`src/rtl/mcast_fork.sv`:
```
// Purpose: per-input-port flit dispatcher; steers each flit of a packet to the forward branch, the local eject branch, or both.
// Latency: 1 cycle to latch the route on a head flit, then 1 flit/cycle; flit outputs are combinational from the FIFO head.
// Backpressure: a flit is popped only once every branch it needs has accepted it; per-branch done bits prevent duplicate copies.
//
// Ports:
//   clk, rst                              clock, asynchronous active-high reset
//   in_valid/in_flit/in_ready             FIFO head flit and combinational pop strobe
//   rt_port/rt_multab/rt_addr1_rm         route decoder results for the current head flit
//   fwd_valid/fwd_flit/fwd_port/fwd_ready forward (switch request) branch
//   ej_valid/ej_flit/ej_ready             local eject branch
//   busy                                  packet in progress
//   err                                   one-cycle pulse when a non-head flit arrives while idle
module mcast_fork #(
  parameter int FLIT_W    = 35,
  parameter int MADDR_W   = 20,
  parameter int MADDR_LSB = 0,
  parameter int PORT_W    = 5
) (
  input  logic              clk,
  input  logic              rst,
  input  logic              in_valid,
  input  logic [FLIT_W-1:0] in_flit,
  output logic              in_ready,
  input  logic [PORT_W-1:0] rt_port,
  input  logic [1:0]        rt_multab,
  input  logic [MADDR_W-1:0] rt_addr1_rm,
  output logic              fwd_valid,
  output logic [FLIT_W-1:0] fwd_flit,
  output logic [PORT_W-1:0] fwd_port,
  input  logic              fwd_ready,
  output logic              ej_valid,
  output logic [FLIT_W-1:0] ej_flit,
  input  logic              ej_ready,
  output logic              busy,
  output logic              err
);

  // Decoder modes: 2'b00 unicast, 2'b01 multicast-forward, 2'b10 multicast-absorb.
  // The reserved code 2'b11 falls through to forward-only like unicast.
  localparam logic [1:0] MODE_MULTABS = 2'b10;

  typedef enum logic {IDLE, XFER} state_t;

  state_t             state_q, state_d;
  logic [PORT_W-1:0]  port_q, port_d;
  logic [MADDR_W-1:0] addr_q, addr_d;
  logic               need_f_q, need_f_d;
  logic               need_e_q, need_e_d;
  logic               f_done_q, f_done_d;
  logic               e_done_q, e_done_d;

  logic [1:0] in_type;
  logic       is_head;
  logic       is_tail;

  // Type codes: 01 head, 00 body, 10 tail, 11 head+tail.
  // Bit 0 marks a head, bit 1 marks the end of the packet.
  assign in_type = in_flit[FLIT_W-1 -: 2];
  assign is_head = in_type[0];
  assign is_tail = in_type[1];

  always_ff @(posedge clk or posedge rst) begin
    if (rst) begin
      state_q  <= IDLE;
      port_q   <= '0;
      addr_q   <= '0;
      need_f_q <= 1'b0;
      need_e_q <= 1'b0;
      f_done_q <= 1'b0;
      e_done_q <= 1'b0;
    end else begin
      state_q  <= state_d;
      port_q   <= port_d;
      addr_q   <= addr_d;
      need_f_q <= need_f_d;
      need_e_q <= need_e_d;
      f_done_q <= f_done_d;
      e_done_q <= e_done_d;
    end
  end

  always_comb begin
    state_d  = state_q;
    port_d   = port_q;
    addr_d   = addr_q;
    need_f_d = need_f_q;
    need_e_d = need_e_q;
    f_done_d = f_done_q;
    e_done_d = e_done_q;

    fwd_valid = 1'b0;
    ej_valid  = 1'b0;
    in_ready  = 1'b0;
    err       = 1'b0;

    // Only the forwarded head carries the pruned address; the eject copy is untouched.
    fwd_flit = in_flit;
    if (is_head) begin
      fwd_flit[MADDR_LSB +: MADDR_W] = addr_q;
    end

    case (state_q)
      IDLE: begin
        if (in_valid) begin
          if (is_head) begin
            // Latch the route; the head stays in the FIFO and is sent next cycle.
            port_d   = rt_port;
            addr_d   = rt_addr1_rm;
            need_f_d = (rt_multab != MODE_MULTABS) || (rt_addr1_rm != '0);
            need_e_d = (rt_multab == MODE_MULTABS);
            f_done_d = 1'b0;
            e_done_d = 1'b0;
            state_d  = XFER;
          end else begin
            // Orphan body/tail: drop it and flag it.
            in_ready = 1'b1;
            err      = 1'b1;
          end
        end
      end
      XFER: begin
        fwd_valid = in_valid && need_f_q && !f_done_q;
        ej_valid  = in_valid && need_e_q && !e_done_q;
        in_ready  = in_valid
                    && (!need_f_q || f_done_q || fwd_ready)
                    && (!need_e_q || e_done_q || ej_ready);
        if (in_ready) begin
          f_done_d = 1'b0;
          e_done_d = 1'b0;
          if (is_tail) begin
            state_d = IDLE;
          end
        end else begin
          // Remember which branch already took this flit so it is not sent twice.
          if (fwd_valid && fwd_ready) begin
            f_done_d = 1'b1;
          end
          if (ej_valid && ej_ready) begin
            e_done_d = 1'b1;
          end
        end
      end
      default: begin
        state_d = IDLE;
      end
    endcase

    // Pop and error strobes are quiet while reset is held, even with a flit waiting.
    if (rst) begin
      in_ready = 1'b0;
      err      = 1'b0;
    end
  end

  assign ej_flit  = in_flit;
  assign fwd_port = port_q;
  assign busy     = (state_q == XFER);

endmodule

```
`config.mk`:
```
export PLATFORM = sky130hd
export DESIGN_NAME = mcast_fork
export DESIGN_NICKNAME = d
export VERILOG_FILES = /design/src/rtl/mcast_fork.sv
export SDC_FILE = /design/constraint.sdc
export NUM_CORES = 1
export LEC_CHECK = 0
export BUFFER_PORTS_ARGS = -buffer_cell sky130_fd_sc_hd__clkbuf_2
export CORE_MARGIN = 2
export CORE_UTILIZATION = 40
export CTS_CLUSTER_SIZE = 28
export DETAILED_ROUTE_END_ITERATION = 7
export GPL_TIMING_DRIVEN = 0
export PLACE_DENSITY = 0.81
export SLEW_MARGIN = 40
export SYNTH_ARGS = -nofsm -noshare
export SYNTH_HDL_FRONTEND = slang
export SYNTH_SLANG_ARGS = --single-unit
```
`constraint.sdc`:
```
create_clock -name clk -period 1.55 [get_ports clk]
set_input_delay 0.31 -clock clk [delete_from_list [all_inputs] [get_ports clk]]
set_output_delay 0.31 -clock clk [all_outputs]
set_load 0.05 [all_outputs]
```
Word level (Yosys, flattened, before mapping) --
Cells that the tools add are included.
Storage, ports and cells: flip-flop bits (word level) 30, output and inout bits 80, logic and storage cells 57
Cells by class: eq/ne operators 6, mux-type cells 22, bitwise logic cells 1, reductions and logical operators 21
Operators with widths (count):
- 2-to-1 mux 20 bit | 1
- nonzero test 20 bit | 1
- 2-to-1 mux 1 bit | 17
- AND reduction 3 bit | 3
- logical AND 1 bit | 8
- one-hot mux 1 bit (2 select lines) | 4
- inequality test 2 bit, second input constant | 3
- inequality test 3 x 1 -> 1 bit, second input constant | 2
- logical OR 1 bit | 5
- zero test 1 bit | 4
- equality test 2 bit, second input constant | 1
- inverter 1 bit | 1

Logic depth before layout (Yosys ltp) --
Gate-level depths: netlist (run 1).
word-level depth 7, mapped depth 6, mapped depth without buffers 3

Worst setup path before layout (run 1) --
OpenSTA, ideal clock, no wires.
kind register to output, start register state_q, in the netlist busy, end output port in_ready, data arrival time 3.004 ns, slack -1.764 ns, stages on the path, launching flop included 3, cells stage by stage dfrtp_1 nor4b_1 o21bai_1
On the way: longest elaborated chain between the ends 3
Ends and longest elaborated chain:
- start, declared | RTL line 44 | state_t state_q, state_d;
- start signal, assigned | RTL line 72 | state_q <= state_d;
- inverter 1 bit (no line)
- one-hot mux 1 bit (2 select lines) * | RTL line 102 | case (state_q)
- 2-to-1 mux 1 bit * | RTL line 149 | if (rst) begin
- end, declared | RTL line 23 | output logic in_ready,
Mark *: on every way between the ends. The rest lies on a longest branch, timed or not.

Worst setup path in the final report (run 1) --
start register e_done_q, end output port in_ready
On the way: longest elaborated chain between the ends 5
Ends and longest elaborated chain:
- start, declared | RTL line 50 | logic e_done_q, e_done_d;
- start signal, assigned | RTL line 78 | e_done_q <= e_done_d;
- logical OR 1 bit (2 in a row) | RTL line 126 | && (!need_e_q || e_done_q || ej_ready);
- logical AND 1 bit | RTL line 126
- one-hot mux 1 bit (2 select lines) | RTL line 102
- 2-to-1 mux 1 bit | RTL line 149
No other way between the ends.

==> impl_metrics.yaml, run 1 <==
yosys:
  synth_enable_flop_cells: 0
  ys_seq_area_share_pct: 39.6
  avgSynthCellArea_um2: 8.70
  ys_ff_latch: 30
  synth.distinct_cells: 28
  ys_async_sr_fraction_pct: 100
  syn_area_mm2: 0.00190
  synth-main-ff-cell: "dfrtp_1"
  syn_inst: 218
  syn-num-nets: 285
  ys_warn_count: 0
clock_tree:
  cts_sinks: 30
  path_clk_slew_ns: 0.06
  cts_buffers: 5
  cts_max_path_buffers: 2
  tritoncts: "built"
  clkLatencyLatePin_ns: 0.27
  cts_max_level: 2
  cts_hold_buf: 0
  root_buffer: "clkbuf_8"
critical_path:
  startpoint: "e_done_q"
  cp_cell_sequence: "or3b_4, o311ai_4, o21bai_4, buf_8"
  arrival_ns: 1.42
  crit_family: "simple AND/OR/NAND/NOR gates"
  cpMaxStageDelayCell: "or3b_4"
  crit_buf_inv: 1
  r2r-start: "e_done_q"
  crit_fanout: 2
  rr_worst_depth: 4
  path_depth: 4
  r2r_setup_slack_ns: 0.17
  cp.required_ns: 1.24
  reg2reg_to: "f_done_q"
  slowest_delay_ns: 0.40
  critPathKind: "reg -> out"
  critPathLaunchType: "flop"
  critPathCaptureType: "output pin"
  crit_end: "in_ready"
final_layout:
  n_antenna_cell: 0
  stdcell_count: 418
  drive_above_1_share_pct: 63.7
  nets: 430
  area_delta_synth_final_pct: 55.9
  nFillCells: 391
placement:
  io_buffers: 132
  dpl.cell_count: 404
  dpl_worst_slack_ns: -0.360
  dp_hpwl_um: 3970
  gp_congestion: 0.783
status:
  violations: "negative setup slack"
  outcome: "finished, violations left"
die:
  die_y_um: 72.8
  coreArea_mm2: 0.00466
  start_util_pct: 40.7
  die_w_um: 72.8
  rows: 25
  io_pins: 147
  die_area_mm2: 0.00531
sta:
  fmax_mhz: 579
  worst_slack_ns: -0.178
  skew_ns: 0.00393
  finalCritPeriodShare_pct: 111
  fin_setup_tns_ns: -0.216
  slew_violations: 0
  final-hold-violation-count: 0
  min_period_ns: 1.73
  grt_setup_unrepaired: "yes"
  setup_viol: 2
  relSlewSlack_pct: 67.4
  worst_pin_slew_ns: 0.489
route:
  post_drt_via_cell_ratio: 4.67
  vias: 1952
  wire_per_inst_um: 12.3
  antenna_left: 0
  wirelength_um: 5140
  firstDrtPassIters: 4
  initialDrtViolationCount: 102
  post-route-drc-count: 0
power:
  irDropWorstVdd_mv: 0.756
  power.leakage_nw: 1.70
  finalPower_mw: 4.58
  p_per_area_mw_per_mm2: 1550
run:
  cap_violations: 0
grt:
  grt_overflow_total: 0
  grt_max_degree: 32
  antenna_found_initial: 0
  grt_pass1_wl_um: 7840
  track_usage_pct: 19.0
  grt_pass1_vias: 1806
hold_path:
  hold_path_class: "in -> async"
## sequential cells by signal (all words and copies together), names as in the netlist
name      cells
need_f_q      1
fwd_port      5
e_done_q      1
need_e_q      1
busy          1
f_done_q      1
addr_q       20
## cell type report
cell class | instances | area (um2) | share of cell area (%)
flip-flops and latches | 30 | 752 | 25.4
clock buffers | 7 | 86.3 | 2.92
well taps | 54 | 67.6 | 2.29
repair buffers | 138 | 798 | 27.0
clock inverters | 1 | 5.00 | 0.169
multi-input cells | 125 | 786 | 26.6
plain buffers | 59 | 443 | 15.0
inverters | 4 | 17.5 | 0.593
## power breakdown
part	total (mW)	switching (mW)	internal (mW)
clock	0.643	0.286	0.358
combinational	2.58	1.72	0.854
sequential	1.36	0.220	1.14
total	4.58	2.23	2.35
## cell families (layout without fill, tap and decap cells)
logic type | count (synthesis) | in the layout | synth area share, %
flip-flops | 30 | 30 | 39.6
multiplexers | 20 | 20 | 11.9
AND/OR/NAND/NOR | 96 | 96 | 21.6
AO/OA/AOI/OAI | 9 | 9 | 4.09
buffers and inverters | 63 | 209 | 22.8
## how the worst min path moves through the flow
stage	startpoint	end	slack, ns	cells after the start
floorplan	rst	addr_q[0]	0.41	1
global placement	addr_q[11]	addr_q[11]	0.45	2
detailed placement	addr_q[11]	addr_q[11]	0.46	2
CTS	rst	addr_q[13]	0.07	2
global route	rst	addr_q[7]	0.1	2
finish	rst	addr_q[2]	0.06	2
## stage by stage
step	util (%)	hold WS (ns)	cell area (um2)
2_1_floorplan	-	0.409	1950
3_3_place_gp	57.4	0.455	2670
3_5_place_dp	57.4	0.460	2670
4_1_cts	62.5	0.0738	2910
5_1_grt	63.4	0.0991	2960
6_report	63.4	0.0627	2960
## routing by layer
metal  vias up  GRT usage [%]  routed length (um)
met5         -              0                   0
met4         0           7.00                  69
met3         7           4.14                 349
met2        85           34.4                2680
met1       900           21.9                2040
li1        960              -                   -
## placed cells by master (no fill, tap or decap), types with 2 or more instances in the layout
cell	Yosys	routed
mux2_2	20	20
clkbuf_2	0	112
buf_2	7	5
clkbuf_8	0	7
clkbuf_4	0	14
inv_1	4	3
dfrtp_1	30	29
buf_8	0	3
buf_4	50	57
nand2_1	81	80
clkbuf_1	1	2
nor4_1	4	4
## worst reg2reg max path, delay by kind of cell, from the launching register on
kind,cells,cell delay [ns]
and+or+nand+nor,1,0.40
DFF,1,0.39
AOI/OAI and AO/OA,2,0.38
buffers and inverters,1,0.15
## synthesized netlist by cell type (2+ instances only)
library cell,number,area [um2]
buf_4,50,375
nand2_1,81,304
nor4_1,4,25.0
mux2_2,20,225
buf_2,7,35.0
nor3_1,2,10.0
dfrtp_1,30,751
inv_1,4,15.0
## timing repair
action | CTS | global route
gates cloned | 0 | 1
setup buffers | 5 | 1
pin swaps | 2 | 1
setup endpoints to repair | 23 | 21
resized for setup | 32 | 10
(Power assumes the default switching activity.)
==> run 2: changes to the inputs <==
- clock period: 1.55 -> 1.6 ns (I/O delays scaled with it)
==> run 2 against run 1 <==
  * The run still ends with negative setup slack left
  * Utilization is 1.0 points lower
  * Sequential power is 4% lower
  * Critical path type unchanged
  * First-iteration DRC count is 17% lower
  * Clock skew is 0.00052 ns higher
  * Power is 3.6% lower
  * Highest routed layer unchanged
  * Worst hold slack worse by 0.0049 ns
  * Count of clock-buffer cells in the layout is 1 lower
  * Clock power is 1% lower
  * Non-clock buffer count is 1 higher
  * Sequential cell count stayed put
  * Routed wire length is 4.4% lower
  * Combinational power is 4% lower
==> impl_metrics.yaml, run 2 (synthesized netlist as in run 1, its figures left out) <==
final_layout:
  layout_common_cells: "116 x clkbuf_2, 80 x nand2_1, 58 x buf_4"
  drive_above_1_share_pct: 64.1
  n_antenna_cell: 0
  regMostFlops: "addr_q"
  area_delta_synth_final_pct: 53.3
  nFillCells: 420
  stdcell_count: 419
  largest_reg_flops: 20
  final_common_cell: "clkbuf_2"
  fin_util_pct: 62.4
  nets: 431
power:
  irDropWorstVdd_mv: 0.760
  power.leakage_nw: 1.69
  finalPower_mw: 4.41
  p_per_area_mw_per_mm2: 1520
grt:
  grt_pass1_vias: 1669
  grt_max_degree: 32
  grt_overflow_total: 0
  antenna_found_initial: 0
  track_usage_pct: 18.3
  grt_pass1_wl_um: 7430
sta:
  relSlewSlack_pct: 68.3
  worst_slack_ns: -0.128
  skew_ns: 0.00445
  finalCritPeriodShare_pct: 108
  final-hold-violation-count: 0
  slew_violations: 0
  min_period_ns: 1.73
  worst_pin_slew_ns: 0.476
  fmax_mhz: 579
  grt_setup_unrepaired: "yes"
  setup_viol: 1
  fin_setup_tns_ns: -0.128
critical_path:
  cpMaxStageDelayCell: "or3b_4"
  rr_worst_depth: 6
  r2r_setup_slack_ns: 0.14
  r2r-start: "busy"
  crit_fanout: 2
  reg2reg_to: "addr_q[16]"
  critPathCaptureType: "output pin"
  critPathLaunchType: "flop"
  cp.required_ns: 1.28
  cp_cell_sequence: "or3b_4, o311ai_4, o21bai_4, buf_8"
  slowest_delay_ns: 0.40
  critPathKind: "reg -> out"
  arrival_ns: 1.41
hold_path:
  hold_path_class: "in -> async"
die:
  start_util_pct: 40.7
  coreArea_mm2: 0.00466
  rows: 25
  die_y_um: 72.8
  die_w_um: 72.8
  die_area_mm2: 0.00531
  io_pins: 147
clock_tree:
  tritoncts: "built"
  clkLatencyLatePin_ns: 0.28
  cts_buffers: 5
  path_clk_slew_ns: 0.07
  root_buffer: "clkbuf_8"
  cts_max_level: 2
  cts_max_path_buffers: 2
  cts_sinks: 30
placement:
  gp_congestion: 0.773
  dp_hpwl_um: 3830
  io_buffers: 132
  dpl.cell_count: 404
route:
  post-route-drc-count: 0
  initialDrtViolationCount: 85
  wirelength_um: 4910
  wire_per_inst_um: 11.7
  post_drt_via_cell_ratio: 4.54
  vias: 1901
  firstDrtPassIters: 4
  antenna_left: 0
status:
  outcome: "finished, violations left"
  violations: "negative setup slack"
run:
  cap_violations: 0
## run 2: power by group
part	total (mW)	internal [mW]	switching (mW)
Sequential	1.30	1.10	0.203
Combinational	2.47	0.806	1.67
Clock	0.636	0.345	0.290
## run 2: area by class of cell
type	instances	area, um2	share of cell area [%]
repair buffers	139	756	26.0
plain buffers	59	438	15.1
inverters	4	17.5	0.603
well taps	54	67.6	2.32
clock inverters	2	12.5	0.430
clock buffers	6	82.6	2.84
flip-flops and latches	30	752	25.9
multi-input cells	125	781	26.9
## run 2: worst max path at each step
| stage | from | endpoint | slack (ns) | cells past startpoint |
|---|---|---|---|---|
| 6_report | e_done_q | in_ready | -0.13 | 4 |
| 5_1_grt | e_done_q | in_ready | -0.18 | 4 |
| 4_1_cts | e_done_q | in_ready | -0.16 | 4 |
| 3_5_place_dp | rst | in_ready | -0.30 | 5 |
| 3_3_place_gp | rst | in_ready | -0.73 | 5 |
| 2_1_floorplan | busy | in_ready | -0.27 | 2 |
## run 2: repair_timing
action,CTS,global route
pin swaps,2,0
hold buffers,0,0
setup endpoints to repair,23,11
resized for setup,21,10
buffers inserted,6,1
## run 2: metal layers
metal	global-route usage, %	vias to the layer above	wire (um)
met4	6.38	0	71
met5	0	-	0
met3	5.66	8	382
li1	-	950	-
met2	31.6	87	2520
met1	21.5	856	1940
## run 2: metrics by stage
| step | worst slack [ns] | hold slack [ns] | cell area (um2) |
|---|---|---|---|
| detailed placement | -0.305 | 0.460 | 2670 |
| floorplan | -0.275 | 0.419 | 1950 |
| global route | -0.180 | 0.0760 | 2910 |
| finish | -0.128 | 0.0578 | 2910 |
| CTS | -0.157 | 0.0675 | 2900 |
| global placement | -0.731 | 0.454 | 2670 |
## run 2: critical path, delay by kind of cell (launching register included)
family | cells | cell delay [ns]
buffers and inverters | 1 | 0.15
DFF | 1 | 0.38
AOI/OAI and AO/OA | 2 | 0.21
and+or+nand+nor | 1 | 0.40
